===== config.mk =====
export PLATFORM = sky130hd
export DESIGN_NAME = ldm_stm_sequencer
export DESIGN_NICKNAME = d
export VERILOG_FILES = /design/src/rtl/arm_ldm_pkg.sv /design/src/rtl/ldm_stm_prio_enc.sv /design/src/rtl/ldm_stm_sequencer.sv
export SDC_FILE = /design/constraint.sdc
export NUM_CORES = 1
export LEC_CHECK = 0
export BUFFER_PORTS_ARGS = -buffer_cell sky130_fd_sc_hd__buf_2
export CORE_UTILIZATION = 40
export CTS_CLUSTER_SIZE = 12
export DETAILED_ROUTE_END_ITERATION = 16
export GPL_TIMING_DRIVEN = 0
export PLACE_DENSITY = 0.67
export SLEW_MARGIN = 20
export SYNTH_ARGS = -nofsm -noshare
export SYNTH_HDL_FRONTEND = slang
export SYNTH_SLANG_ARGS = --single-unit

===== constraint.sdc =====
create_clock -name clk_in -period 10.29 [get_ports clk_in]
set_input_delay 2.058 -clock clk_in [delete_from_list [all_inputs] [get_ports clk_in]]
set_output_delay 2.058 -clock clk_in [all_outputs]
set_load 0.01 [all_outputs]

===== src/rtl/arm_ldm_pkg.sv =====
// Shared definitions for the S3 LDM/STM block-transfer sequencer.
`timescale 1ns/1ps

package arm_ldm_pkg;

    localparam int unsigned WORD_BYTES = 4;

    typedef enum logic [1:0] {
        ST_IDLE = 2'd0,
        ST_XFER = 2'd1,
        ST_FIN  = 2'd2
    } seq_state_t;

    // Addressing modes keyed by {P,U}
    typedef enum logic [1:0] {
        MODE_DA = 2'b00,
        MODE_IA = 2'b01,
        MODE_DB = 2'b10,
        MODE_IB = 2'b11
    } xfer_mode_t;

endpackage


===== src/rtl/ldm_stm_prio_enc.sv =====
// Lowest-set-bit priority encoder over a 16-bit register list.
`timescale 1ns/1ps

module ldm_stm_prio_enc (
    input  logic [15:0] list,
    output logic [3:0]  index,
    output logic        any,
    output logic        one_left
);

    // Scan high to low so the lowest set bit is the final assignment
    always_comb begin
        index = '0;
        for (int unsigned i = 16; i > 0; i--) begin
            if (list[i-1]) begin
                index = 4'(i - 1);
            end
        end
    end

    assign any      = |list;
    assign one_left = any && ((list & (list - 16'd1)) == '0);

endmodule


===== src/rtl/ldm_stm_sequencer.sv =====
// Stage-3 LDM/STM sequencer: walks the register list one transfer per accept, then writes back the base.
`timescale 1ns/1ps

module ldm_stm_sequencer #(
    parameter int unsigned ADDR_W     = 32,
    parameter int unsigned WORD_BYTES = arm_ldm_pkg::WORD_BYTES
) (
    input  logic              clk_in,
    input  logic              rst_in,
    input  logic              start_in,
    input  logic [15:0]       reg_list_in,
    input  logic [ADDR_W-1:0] base_addr_in,
    input  logic              p_in,
    input  logic              u_in,
    input  logic              w_in,
    input  logic              l_in,
    input  logic              mem_ready_in,
    output logic              busy_out,
    output logic              stall_pipe_out,
    output logic              xfer_valid_out,
    output logic [ADDR_W-1:0] xfer_addr_out,
    output logic [3:0]        xfer_reg_out,
    output logic              xfer_load_out,
    output logic              xfer_last_out,
    output logic              wb_valid_out,
    output logic [ADDR_W-1:0] wb_data_out,
    output logic              done_out
);

    import arm_ldm_pkg::*;

    localparam logic [ADDR_W-1:0] STEP = ADDR_W'(WORD_BYTES);

    seq_state_t        state_q, state_d;
    logic [15:0]       list_q;
    logic [ADDR_W-1:0] addr_q;
    logic [ADDR_W-1:0] wb_q;
    logic              wb_en_q;
    logic              load_q;

    logic [3:0]        cur_idx;
    logic              any_left;
    logic              one_left;

    logic [4:0]        n_regs;
    logic [ADDR_W-1:0] span;
    logic [ADDR_W-1:0] start_addr;
    logic [ADDR_W-1:0] wb_calc;

    logic              start_ok;
    logic              accept;

    ldm_stm_prio_enc u_prio_enc (
        .list     (list_q),
        .index    (cur_idx),
        .any      (any_left),
        .one_left (one_left)
    );

    always_comb begin
        n_regs = '0;
        for (int unsigned i = 0; i < 16; i++) begin
            n_regs = n_regs + 5'(reg_list_in[i]);
        end
    end

    // Transfers always ascend from the lowest address, so decrementing
    // modes start one block-span below the base.
    always_comb begin
        span = ADDR_W'(n_regs) * STEP;
        unique case (xfer_mode_t'({p_in, u_in}))
            MODE_IA: start_addr = base_addr_in;
            MODE_IB: start_addr = base_addr_in + STEP;
            MODE_DA: start_addr = base_addr_in - span + STEP;
            MODE_DB: start_addr = base_addr_in - span;
            default: start_addr = base_addr_in;
        endcase
        wb_calc = u_in ? (base_addr_in + span) : (base_addr_in - span);
    end

    assign start_ok = start_in && (state_q == ST_IDLE);
    assign accept   = (state_q == ST_XFER) && mem_ready_in;

    always_comb begin
        state_d = state_q;
        unique case (state_q)
            ST_IDLE: begin
                if (start_in) begin
                    state_d = (reg_list_in != '0) ? ST_XFER : ST_FIN;
                end
            end
            ST_XFER: begin
                if (accept && one_left) begin
                    state_d = ST_FIN;
                end
            end
            ST_FIN:  state_d = ST_IDLE;
            default: state_d = ST_IDLE;
        endcase
    end

    always_ff @(posedge clk_in) begin
        if (rst_in) begin
            state_q <= ST_IDLE;
            list_q  <= '0;
            addr_q  <= '0;
            wb_q    <= '0;
            wb_en_q <= 1'b0;
            load_q  <= 1'b0;
        end else begin
            state_q <= state_d;
            if (start_ok) begin
                list_q  <= reg_list_in;
                addr_q  <= start_addr;
                wb_q    <= wb_calc;
                wb_en_q <= w_in && (reg_list_in != '0);
                load_q  <= l_in;
            end else if (accept) begin
                list_q <= list_q & (list_q - 16'd1);
                addr_q <= addr_q + STEP;
            end
        end
    end

    always_comb begin
        busy_out       = (state_q == ST_XFER);
        stall_pipe_out = start_in | busy_out;
        xfer_valid_out = busy_out && any_left;
        xfer_addr_out  = xfer_valid_out ? addr_q : '0;
        xfer_reg_out   = xfer_valid_out ? cur_idx : '0;
        xfer_load_out  = xfer_valid_out && load_q;
        xfer_last_out  = xfer_valid_out && one_left;
        done_out       = (state_q == ST_FIN);
        wb_valid_out   = done_out && wb_en_q;
        wb_data_out    = done_out ? wb_q : '0;
    end

endmodule


==> qor.txt, run 1 <==
hold path depth - 2
Syn Area/Cell - 6.94 µm²
Final Wtd Congestion - 0.985
endpoint type of the worst setup path - flip-flop
Initial DRC Count - 949
synth cell count leaders - nand2_1, nor2_1, a21oi_1
sequential element share of the synthesized area - 19.9%
first-pass GRT wire length - 52600 µm
r2r worst-path depth - 11
worst vdd ir - 101 µV
Crit Path Class - in -> reg
Initial Utilization - 41.3%
Max Cap Violations - 0
clock latency on the worst-skew pair - 360 ps
minimum clock period - 9100 ps
Async SR Flop Fraction - 0%
YS warnings - 0
nets - 1445
Final ANT Viol Nets - 0
WP data arrival - 9370 ps
startpoint types - input port
post-synthesis sequential element count - 84
Hold Vio Cnt, Final - 0
largest net degree at the start of global routing - 16
fin crit share - 88.4%
area of the mapped netlist - 8460 µm²
Pwr Density - 163 nW/µm²
final slew viol count - 0
ant diodes - 0
post-synth top area share - 19.9%
clk_skew - 14.3 ps
input/output buffers - 125
f_max - 0.110 GHz
Mapped Nets - 1309
Max-slew headroom - 24.7%
Die ar. - 21700 µm²
DP Area - 9420 µm²
Inserted Clock Buffers - 9
Hold Buf Count CTS - 0
leading area contributor after synthesis - dfxtp_1
core area - 20500 µm²
crit-path max FO - 7
# IOs - 131
DPL Wire Length - 26500 µm
final setup TNS - 0 ps
FILL cells - 2199
# resized after CTS - 0
grt ovf - 0
cell with the most instances after synthesis - nand2_1
Hold Path Class - reg -> reg
share of cells above drive strength 1 - 12.9%
synth unique cells - 79
CTS sink cnt - 84
status - complete, no violations
GRT Util Overall - 31.6%
# rows - 52
Final Util - 47.5%
Non-Filler Instances - 1630
Final Cell Area - 9740 µm²
flop-to-flop setup slack - 7070 ps
Longest Clk Path Bufs - 2
Die Y - 147 µm
Total Wirelength - 34200 µm
Root Buffer - clkbuf_16
prevailing post-synth register cell - dfxtp_1
DRC Markers - 0
CTS tree - yes
Layout area overhead - 15.1%
placed cell count - 1614
drt pass-1 iters - 5
Worst Max-Slew Pin Slew - 1130 ps
postcts setup bufs - 0
post-DR vias/cell - 5.98
RSZ-0062 raised after global routing - false
H-tree Lvls - 3
Vias - 9745
vias in the first global route - 8819
leakage power - 3.86 nW
Syn Inst Count - 1219
largest cells by area after synthesis - dfxtp_1, nand2_1, xnor2_1
WL per Instance - 21.0 µm
clock slew at reported path FFs - 70 ps
Post-synth EDFFs - 0
initial antenna violation count - 0
Die Width - 147 µm
setup violators final - 0
Crit path required time - 10560 ps
placed cells by master (no fill, tap or decap), types with 7 or more instances in the layout:
cell         n
nand4_1     21
mux2i_1      7
or2_2        8
xnor2_1     58
and3_1      23
clkbuf_16    9
a211oi_1    28
buf_1        9
clkbuf_1    71
inv_1       48
a21o_1      10
o21bai_1     8
nand2b_1     9
and2_1      73
nor3_1      40
nand3_1     48
or3_1       15
nand3b_1     7
nor2_1     119
a31oi_1     11
dfxtp_1     84
buf_2      134
ha_1        22
a22oi_1     13
xor2_1      43
nand2_1    145
o22ai_1      9
o32ai_1      8
a21oi_1     96
o21ai_0     41
nor4_1      25
fa_1        12
sequential cells by signal, summed over array words and instances, names as in the netlist:
name / flops
addr_q: 32
list_q: 16
load_q: 1
state_q: 2
wb_en_q: 1
wb_q: 32
layout make-up:
cell class	instances	area (µm²)	area share, %
Inverter	50	188	1.93
Clock inverter	6	70.1	0.720
Buffer	89	345	3.55
Timing Repair Buffer	125	626	6.43
Tap cell	270	338	3.47
Clock buffer	10	239	2.45
Sequential cell	84	1680	17.3
Multi-Input combinational cell	996	6250	64.2
metal layers:
layer | track usage, % | wire [µm] | vias to the layer above
li1 | - | - | 4594
met1 | 44.8 | 15500 | 4592
met2 | 48.7 | 14900 | 506
met3 | 6.02 | 3060 | 53
met4 | 8.87 | 809 | 0
met5 | 0 | 0 | -
final timing paths:
path | from | endpoint
min | wb_en_q | wb_en_q
max | reg_list_in[5] | addr_q[25]
min reg2reg | wb_en_q | wb_en_q
max reg2reg | list_q[0] | state_q[0]
cell families after synthesis:
| logic type | count (synthesis) | share of synthesized area (%) |
|---|---|---|
| simple gates | 570 | 34.4 |
| compound gates | 281 | 21.7 |
| buf+inv | 139 | 6.30 |
| xor+xnor | 101 | 10.5 |
| flops | 84 | 19.9 |
| fa+ha+maj | 36 | 6.33 |
| mux | 8 | 0.962 |
worst max-delay path, stage by stage:
cell and delay [ps]:
buf_2 140, inv_1 70, fa_1 550, fa_1 440, fa_1 500, fa_1 510, inv_1 50, ha_1 200
fa_1 410, a21o_1 170, and2_1 210, ha_1 420, nor4_1 120, nor3_2 440, nand3_1 420, xnor2_1 380
nand4_1 350, or4b_1 560, clkbuf_1 220, a2111oi_1 500, xnor2_1 210, o211ai_1 170, a211oi_1 270
report_power, final:
group	internal, mW	switching (mW)
Combinational	0.311	0.529
Clock	0.197	0.156
Sequential	0.362	0.0325
Total	0.870	0.717
per-stage QoR:
stage | setup slack, ps | power, mW | hold slack (ps)
2_1_floorplan | 2100 | 0.989 | 427
3_3_place_gp | 996 | 1.21 | 435
3_5_place_dp | 1020 | 1.22 | 442
4_1_cts | 1360 | 1.58 | 450
5_1_grt | 846 | 1.70 | 471
6_report | 1190 | 1.59 | 449
Note: power is estimated with default switching activity, not from simulation.
==> inputs of run 2 (changes only) <==
--- a/config.mk
+++ b/config.mk
@@ -11,7 +11,9 @@
 export DETAILED_ROUTE_END_ITERATION = 16
 export GPL_TIMING_DRIVEN = 0
 export PLACE_DENSITY = 0.67
+export REMOVE_ABC_BUFFERS = 1
 export SLEW_MARGIN = 20
 export SYNTH_ARGS = -nofsm -noshare
 export SYNTH_HDL_FRONTEND = slang
+export SYNTH_HIERARCHICAL = 1
 export SYNTH_SLANG_ARGS = --single-unit
==> qor.txt, run 2 <==
leading area contributor after synthesis - dfxtp_1
largest net degree at the start of global routing - 62 (+46)
cell with the most instances after synthesis - nand2_1
core area - 20600 µm² (+0.32%)
DRC Markers - 0 (unchanged)
# rows - 52 (unchanged)
prevailing post-synth register cell - dfxtp_1
initial antenna violation count - 0 (unchanged)
Final ANT Viol Nets - 0 (unchanged)
WL per Instance - 17.9 µm (-15%)
Hold Path Class - reg -> reg
Max Cap Violations - 0 (unchanged)
status - complete, no violations
register area - 1680 µm² (unchanged)
Vias - 9245 (-5.1%)
Async SR Flop Fraction - 0% (unchanged)
final setup TNS - 0 ps (unchanged)
minimum clock period - 9040 ps (-57.3 ps)
Die Width - 148 µm (+0.22%)
commonest non-fill, non-tap cell in the layout - nand2_1
f_max - 0.111 GHz (+0.63%)
Die Y - 148 µm (+0.22%)
clock latency on the worst-skew pair - 360 ps (about the same)
multi-input logic area - 6290 µm² (+0.58%)
endpoint type of the worst setup path - flip-flop
Initial DRC Count - 792 (-17%)
DPL Wire Length - 20100 µm (-24%)
hold path depth - 2 (unchanged)
CTS tree - yes
# IOs - 131 (unchanged)
Initial Utilization - 41.3% (+0.058 points)
sequential element share of the synthesized area - 19.8% (-0.091 points)
Hold Buf Count CTS - 0 (unchanged)
Layout area overhead - 12.7%
biggest regs - addr_q: 32 flops, wb_q: 32 flops, list_q: 16 flops
final slew viol count - 0 (unchanged)
Worst Max-Slew Pin Slew - 1070 ps (-58.2 ps)
r2r endpoint - list_q[15]
vias in the first global route - 8531 (-3.3%)
Crit path required time - 10500 ps (-60 ps)
first-pass GRT wire length - 44600 µm (-15%)
Syn Inst Count - 1214 (-0.41%)
Critical Path Stages - 20 (-13%)
crit-path max FO - 8 (+1)
grt ovf - 0 (unchanged)
WP data arrival - 9250 ps (-120 ps)
Final Wtd Congestion - 0.950 (-3.6%)
H-tree Lvls - 3 (unchanged)
Hold Vio Cnt, Final - 0 (unchanged)
CP endpoint - addr_q[19]
synth cell count leaders - nand2_1, a21oi_1, nor2_1
post-synth top area share - 19.8% (-0.091 points)
critical-path cell list - buf_2 -> inv_1 -> fa_1 -> fa_1 -> fa_1 -> fa_1 -> inv_1 -> ha_1 -> fa_1 -> xor2_1 -> ha_1 -> nor2_1 -> o311ai_1 -> nand2_1 -> o41ai_1 -> and4_1 -> nand3_1 -> xor2_1 -> a2111oi_0 -> a211oi_1
CP startpoint - reg_list_in[0]
most frequent cells in the layout - nand2_1, buf_2, a21oi_1
largest cells by area after synthesis - dfxtp_1, nand2_1, a21oi_1
WP buf/inv - 3 (-1)
pre-CTS setup slack - 990 ps (-35.0 ps)
YS warnings - 6 (+6)
clock slew at reported path FFs - 70 ps (about the same)
fin crit share - 87.9% (-0.56 points)
Total Wirelength - 27500 µm (-20%)
setup violators final - 0 (unchanged)
Worst R2R Start - state_q[0]
Pwr Density - 165 nW/µm² (+1.4%)
RSZ-0062 raised after global routing - false
Syn Area/Cell - 7.00 µm² (+0.87%)
Longest Clk Path Bufs - 2 (unchanged)
Crit Path Class - in -> reg
Final Power - 1.58 mW (-0.26%)
leakage power - 3.86 nW (+0.13%)
Root Buffer - clkbuf_16
CP delay by family, top - adder cells
# resized after CTS - 0 (unchanged)
Slowest-stage cell, CP - o311ai_1
input/output buffers - 130 (+4.0%)
postcts setup bufs - 0 (unchanged)
nets - 1355 (-6.2%)
clk_skew - 11.9 ps (-2.44 ps)
CTS sink cnt - 84 (unchanged)
GRT Util Overall - 25.5% (-6.1 points)
share of cells above drive strength 1 - 14.1% (+1.2 points)
ant diodes - 0 (unchanged)
FILL cells - 2189 (-0.45%)
post-DR vias/cell - 6.01 (+0.48%)
r2r worst-path depth - 9 (-2)
post-synthesis sequential element count - 84 (unchanged)
area of the mapped netlist - 8500 µm² (+0.46%)
drt pass-1 iters - 6 (+1)
Die ar. - 21800 µm² (+0.45%)
flop-to-flop setup slack - 6870 ps (-200 ps)
synth unique cells - 81 (+2.5%)
Post-synth EDFFs - 0 (unchanged)
startpoint types - input port
slowest stage delay, CP - 880 ps (+320 ps)
worst vdd ir - 146 µV (+44%)
crit-path most repeated cell - fa_1
Max-slew headroom - 27.6% (+2.9 points)
Worst Slack Setup Final - 1250 ps (+57.4 ps)
Inserted Clock Buffers - 9 (unchanged)
-- run 2: cell types whose count changed after synthesis, moves of 8 or more --
cell and change:
a21oi_1 +11, a22oi_1 -10, and2_1 -31, and3_1 +31
nand3_1 -9, nand4_1 +11, nor2_1 -21, nor4_1 -11
o21ai_0 -10, o22ai_1 +8
-- run 2: how the worst min path moves through the flow --
stage,endpoint,start
detailed placement,wb_q[19],wb_q[19]
global placement,wb_q[29],wb_q[29]
global route,wb_q[31],wb_q[31]
CTS,wb_q[19],wb_q[19]
floorplan,wb_en_q,wb_en_q
finish,wb_q[29],wb_q[29]
-- run 2: report_power, final --
group | switching [mW] | internal [mW]
Clock | 0.153 | 0.220
Sequential | 0.0356 | 0.361
Combinational | 0.501 | 0.314
Total | 0.689 | 0.894
-- run 2: logic make-up (layout without fill, tap and decap cells) --
logic type	count (synthesis)	in the layout	synth area share, %
AOI/OAI and AO/OA	296	296	22.9
xor gates and xnor gates	100	100	10.4
adders and majority gates	34	34	6.07
buffers and inverters	149	204	6.80
DFF	84	84	19.8
muxes	6	6	0.736
and+or+nand+nor	545	545	33.4
-- run 2: cell type report --
class	count	share of cell area [%]
well taps	270	3.53
inverters	54	2.12
flip-flops and latches	84	17.6
clock inverters	5	0.889
repair buffers	135	7.76
multi-input cells	981	65.6
clock buffers	10	2.50
-- run 2: per-stage QoR --
| step | instances | hold slack (ps) | instance area (µm²) | utilization [%] |
|---|---|---|---|---|
| final | 1539 | 446 | 9580 | 46.6 |
| after global routing | 1539 | 464 | 9580 | 46.6 |
| after CTS | 1539 | 448 | 9570 | 46.5 |
| after detailed placement | 1524 | 439 | 9250 | 45.0 |
| after global placement | 1519 | 433 | 9110 | 44.3 |
| after floorplan | 1119 | 421 | 8120 | - |
-- run 2: per-layer routing --
layer | global-route usage (%) | part of all wire, % | wire length, µm | vias to the layer above
met4 | 8.81 | 2.6 | 721 | 0
met2 | 40.9 | 45 | 12400 | 391
met3 | 4.85 | 7.7 | 2130 | 57
met1 | 34.2 | 45 | 12300 | 4342
li1 | - | - | - | 4455
met5 | 0 | 0 | 0 | -
-- run 2: worst min-delay path, stage by stage (launching register included) --
cell and delay [ps]:
dfxtp_1 310, nand2_1 50, a21oi_1 50
==> inputs of run 3 (changes only) <==
--- a/config.mk
+++ b/config.mk
@@ -12,8 +12,7 @@
 export GPL_TIMING_DRIVEN = 0
 export PLACE_DENSITY = 0.67
 export REMOVE_ABC_BUFFERS = 1
-export SLEW_MARGIN = 20
+export SLEW_MARGIN = 40
 export SYNTH_ARGS = -nofsm -noshare
 export SYNTH_HDL_FRONTEND = slang
-export SYNTH_HIERARCHICAL = 1
 export SYNTH_SLANG_ARGS = --single-unit
==> qor.txt, run 3 (synthesis results as in run 1) <==
status - complete, no violations
postcts setup bufs - 0 (unchanged)
Final Cell Area - 9580 µm² (about the same)
Vias - 9070 (-1.9%)
minimum clock period - 8920 ps (-118 ps)
ant diodes - 0 (unchanged)
Initial Utilization - 41.3% (-0.058 points)
Hold Buf Count CTS - 0 (unchanged)
register area - 1680 µm² (unchanged)
vias in the first global route - 8284 (-2.9%)
initial antenna violation count - 0 (unchanged)
H-tree Lvls - 3 (unchanged)
endpoint type of the worst setup path - flip-flop
grt ovf - 0 (unchanged)
Final ANT Viol Nets - 0 (unchanged)
Die Y - 147 µm (-0.22%)
Hold Path Class - reg -> reg
WL per Instance - 18.6 µm (+3.8%)
drt pass-1 iters - 6 (unchanged)
CTS sink cnt - 84 (unchanged)
Pwr Density - 161 nW/µm² (-2.5%)
startpoint types - input port
# IOs - 131 (unchanged)
Worst Max-Slew Pin Slew - 855 ps (-214 ps)
setup violators final - 0 (unchanged)
flop-to-flop setup slack - 7420 ps (+550 ps)
Layout area overhead - 13.2%
Final Wtd Congestion - 0.963 (+1.4%)
clock slew at reported path FFs - 60 ps (about the same)
CP delay by family, top - adder cells
share of cells above drive strength 1 - 14.4% (+0.34 points)
r2r worst-path depth - 10 (+1)
Die ar. - 21700 µm² (-0.45%)
# rows - 52 (unchanged)
CP startpoint - reg_list_in[5]
DPL Wire Length - 21000 µm (+4.7%)
r2r endpoint - state_q[0]
leakage power - 3.80 nW (-1.7%)
Root Buffer - clkbuf_16
clock latency on the worst-skew pair - 360 ps (about the same)
Worst R2R Start - list_q[0]
RSZ-0062 raised after global routing - false
f_max - 0.112 GHz (+1.3%)
nets - 1367 (+0.89%)
DRC Markers - 0 (unchanged)
Longest Clk Path Bufs - 2 (unchanged)
Critical Path Stages - 22 (+10%)
final slew viol count - 0 (unchanged)
commonest non-fill, non-tap cell in the layout - nand2_1
multi-input logic area - 6300 µm² (+0.22%)
worst vdd ir - 137 µV (-6.1%)
fin crit share - 86.7% (-1.1 points)
Initial DRC Count - 994 (+26%)
critical-path cell list - buf_2 -> inv_1 -> fa_1 -> fa_1 -> fa_1 -> fa_1 -> inv_1 -> ha_1 -> fa_1 -> a21o_1 -> and2_1 -> ha_1 -> nor4_1 -> nor3_2 -> nand3_1 -> xnor2_1 -> nand4_1 -> or4b_1 -> a2111oi_1 -> xnor2_1 -> o211ai_1 -> a211oi_1
largest net degree at the start of global routing - 55 (-11%)
FILL cells - 2143 (-2.1%)
slowest stage delay, CP - 720 ps (-160 ps)
post-DR vias/cell - 5.85 (-2.7%)
pre-CTS setup slack - 1050 ps (+60.2 ps)
WP buf/inv - 3 (unchanged)
first-pass GRT wire length - 46200 µm (+3.5%)
Max Cap Violations - 0 (unchanged)
Slowest-stage cell, CP - or4b_1
Crit Path Class - in -> reg
Worst Slack Setup Final - 1370 ps (+118 ps)
core area - 20500 µm² (-0.32%)
hold_sp - load_q
Hold Vio Cnt, Final - 0 (unchanged)
crit-path most repeated cell - fa_1
hold_ws - 449 ps (+2.76 ps)
Crit path required time - 10560 ps (+60 ps)
most frequent cells in the layout - nand2_1, buf_2, nor2_1
clk_skew - 13.4 ps (+1.53 ps)
Die Width - 147 µm (-0.22%)
Max-slew headroom - 42.8% (+15 points)
Total Wirelength - 28800 µm (+4.6%)
Inserted Clock Buffers - 9 (unchanged)
crit-path max FO - 7 (-1)
final setup TNS - 0 ps (unchanged)
DP Area - 9280 µm² (+0.35%)
WP data arrival - 9200 ps (-50 ps)
GRT Util Overall - 26.8% (+1.2 points)
CTS tree - yes
# resized after CTS - 0 (unchanged)
CP endpoint - addr_q[25]
input/output buffers - 130 (unchanged)
biggest regs - addr_q: 32 flops, wb_q: 32 flops, list_q: 16 flops
[run 3: routing by layer]
| layer | vias to the layer above | wire (µm) | track usage, % |
|---|---|---|---|
| met5 | - | 0 | 0 |
| li1 | 4430 | - | - |
| met4 | 0 | 796 | 9.64 |
| met2 | 368 | 12500 | 40.9 |
| met1 | 4220 | 13500 | 38.3 |
| met3 | 52 | 2020 | 3.64 |
[run 3: worst min-delay path by stage]
stage | end | cells past startpoint
after detailed placement | wb_q[24] | 2
after floorplan | wb_en_q | 2
after global routing | wb_q[8] | 2
final | load_q | 2
after global placement | wb_en_q | 2
after CTS | wb_q[4] | 2
[run 3: tightest hold or removal path: cells and delay by family, from the launching register on]
family / cells / cell delay [ps]
simple gates: 1 / 50
compound gates: 1 / 50
flops: 1 / 300
[run 3: cell type report]
type                    count  area share [%]
clock inverters             4           0.523
multi-input cells         996            65.8
inverters                  50            1.96
flip-flops and latches     84            17.6
well taps                 270            3.53
repair buffers            136            8.13
clock buffers              11            2.53
[run 3: power breakdown]
part	total (mW)	switching (mW)	internal, mW
Combinational	0.807	0.500	0.308
Clock	0.343	0.149	0.194
Sequential	0.395	0.0327	0.362
Total	1.54	0.682	0.863
[run 3: per-stage QoR]
stage | std cells | util [%] | power [mW]
after floorplan | 1130 | - | 0.959
after global placement | 1530 | 44.4 | 1.17
after detailed placement | 1536 | 45.3 | 1.19
after CTS | 1551 | 46.7 | 1.54
after global routing | 1551 | 46.7 | 1.67
final | 1551 | 46.7 | 1.54
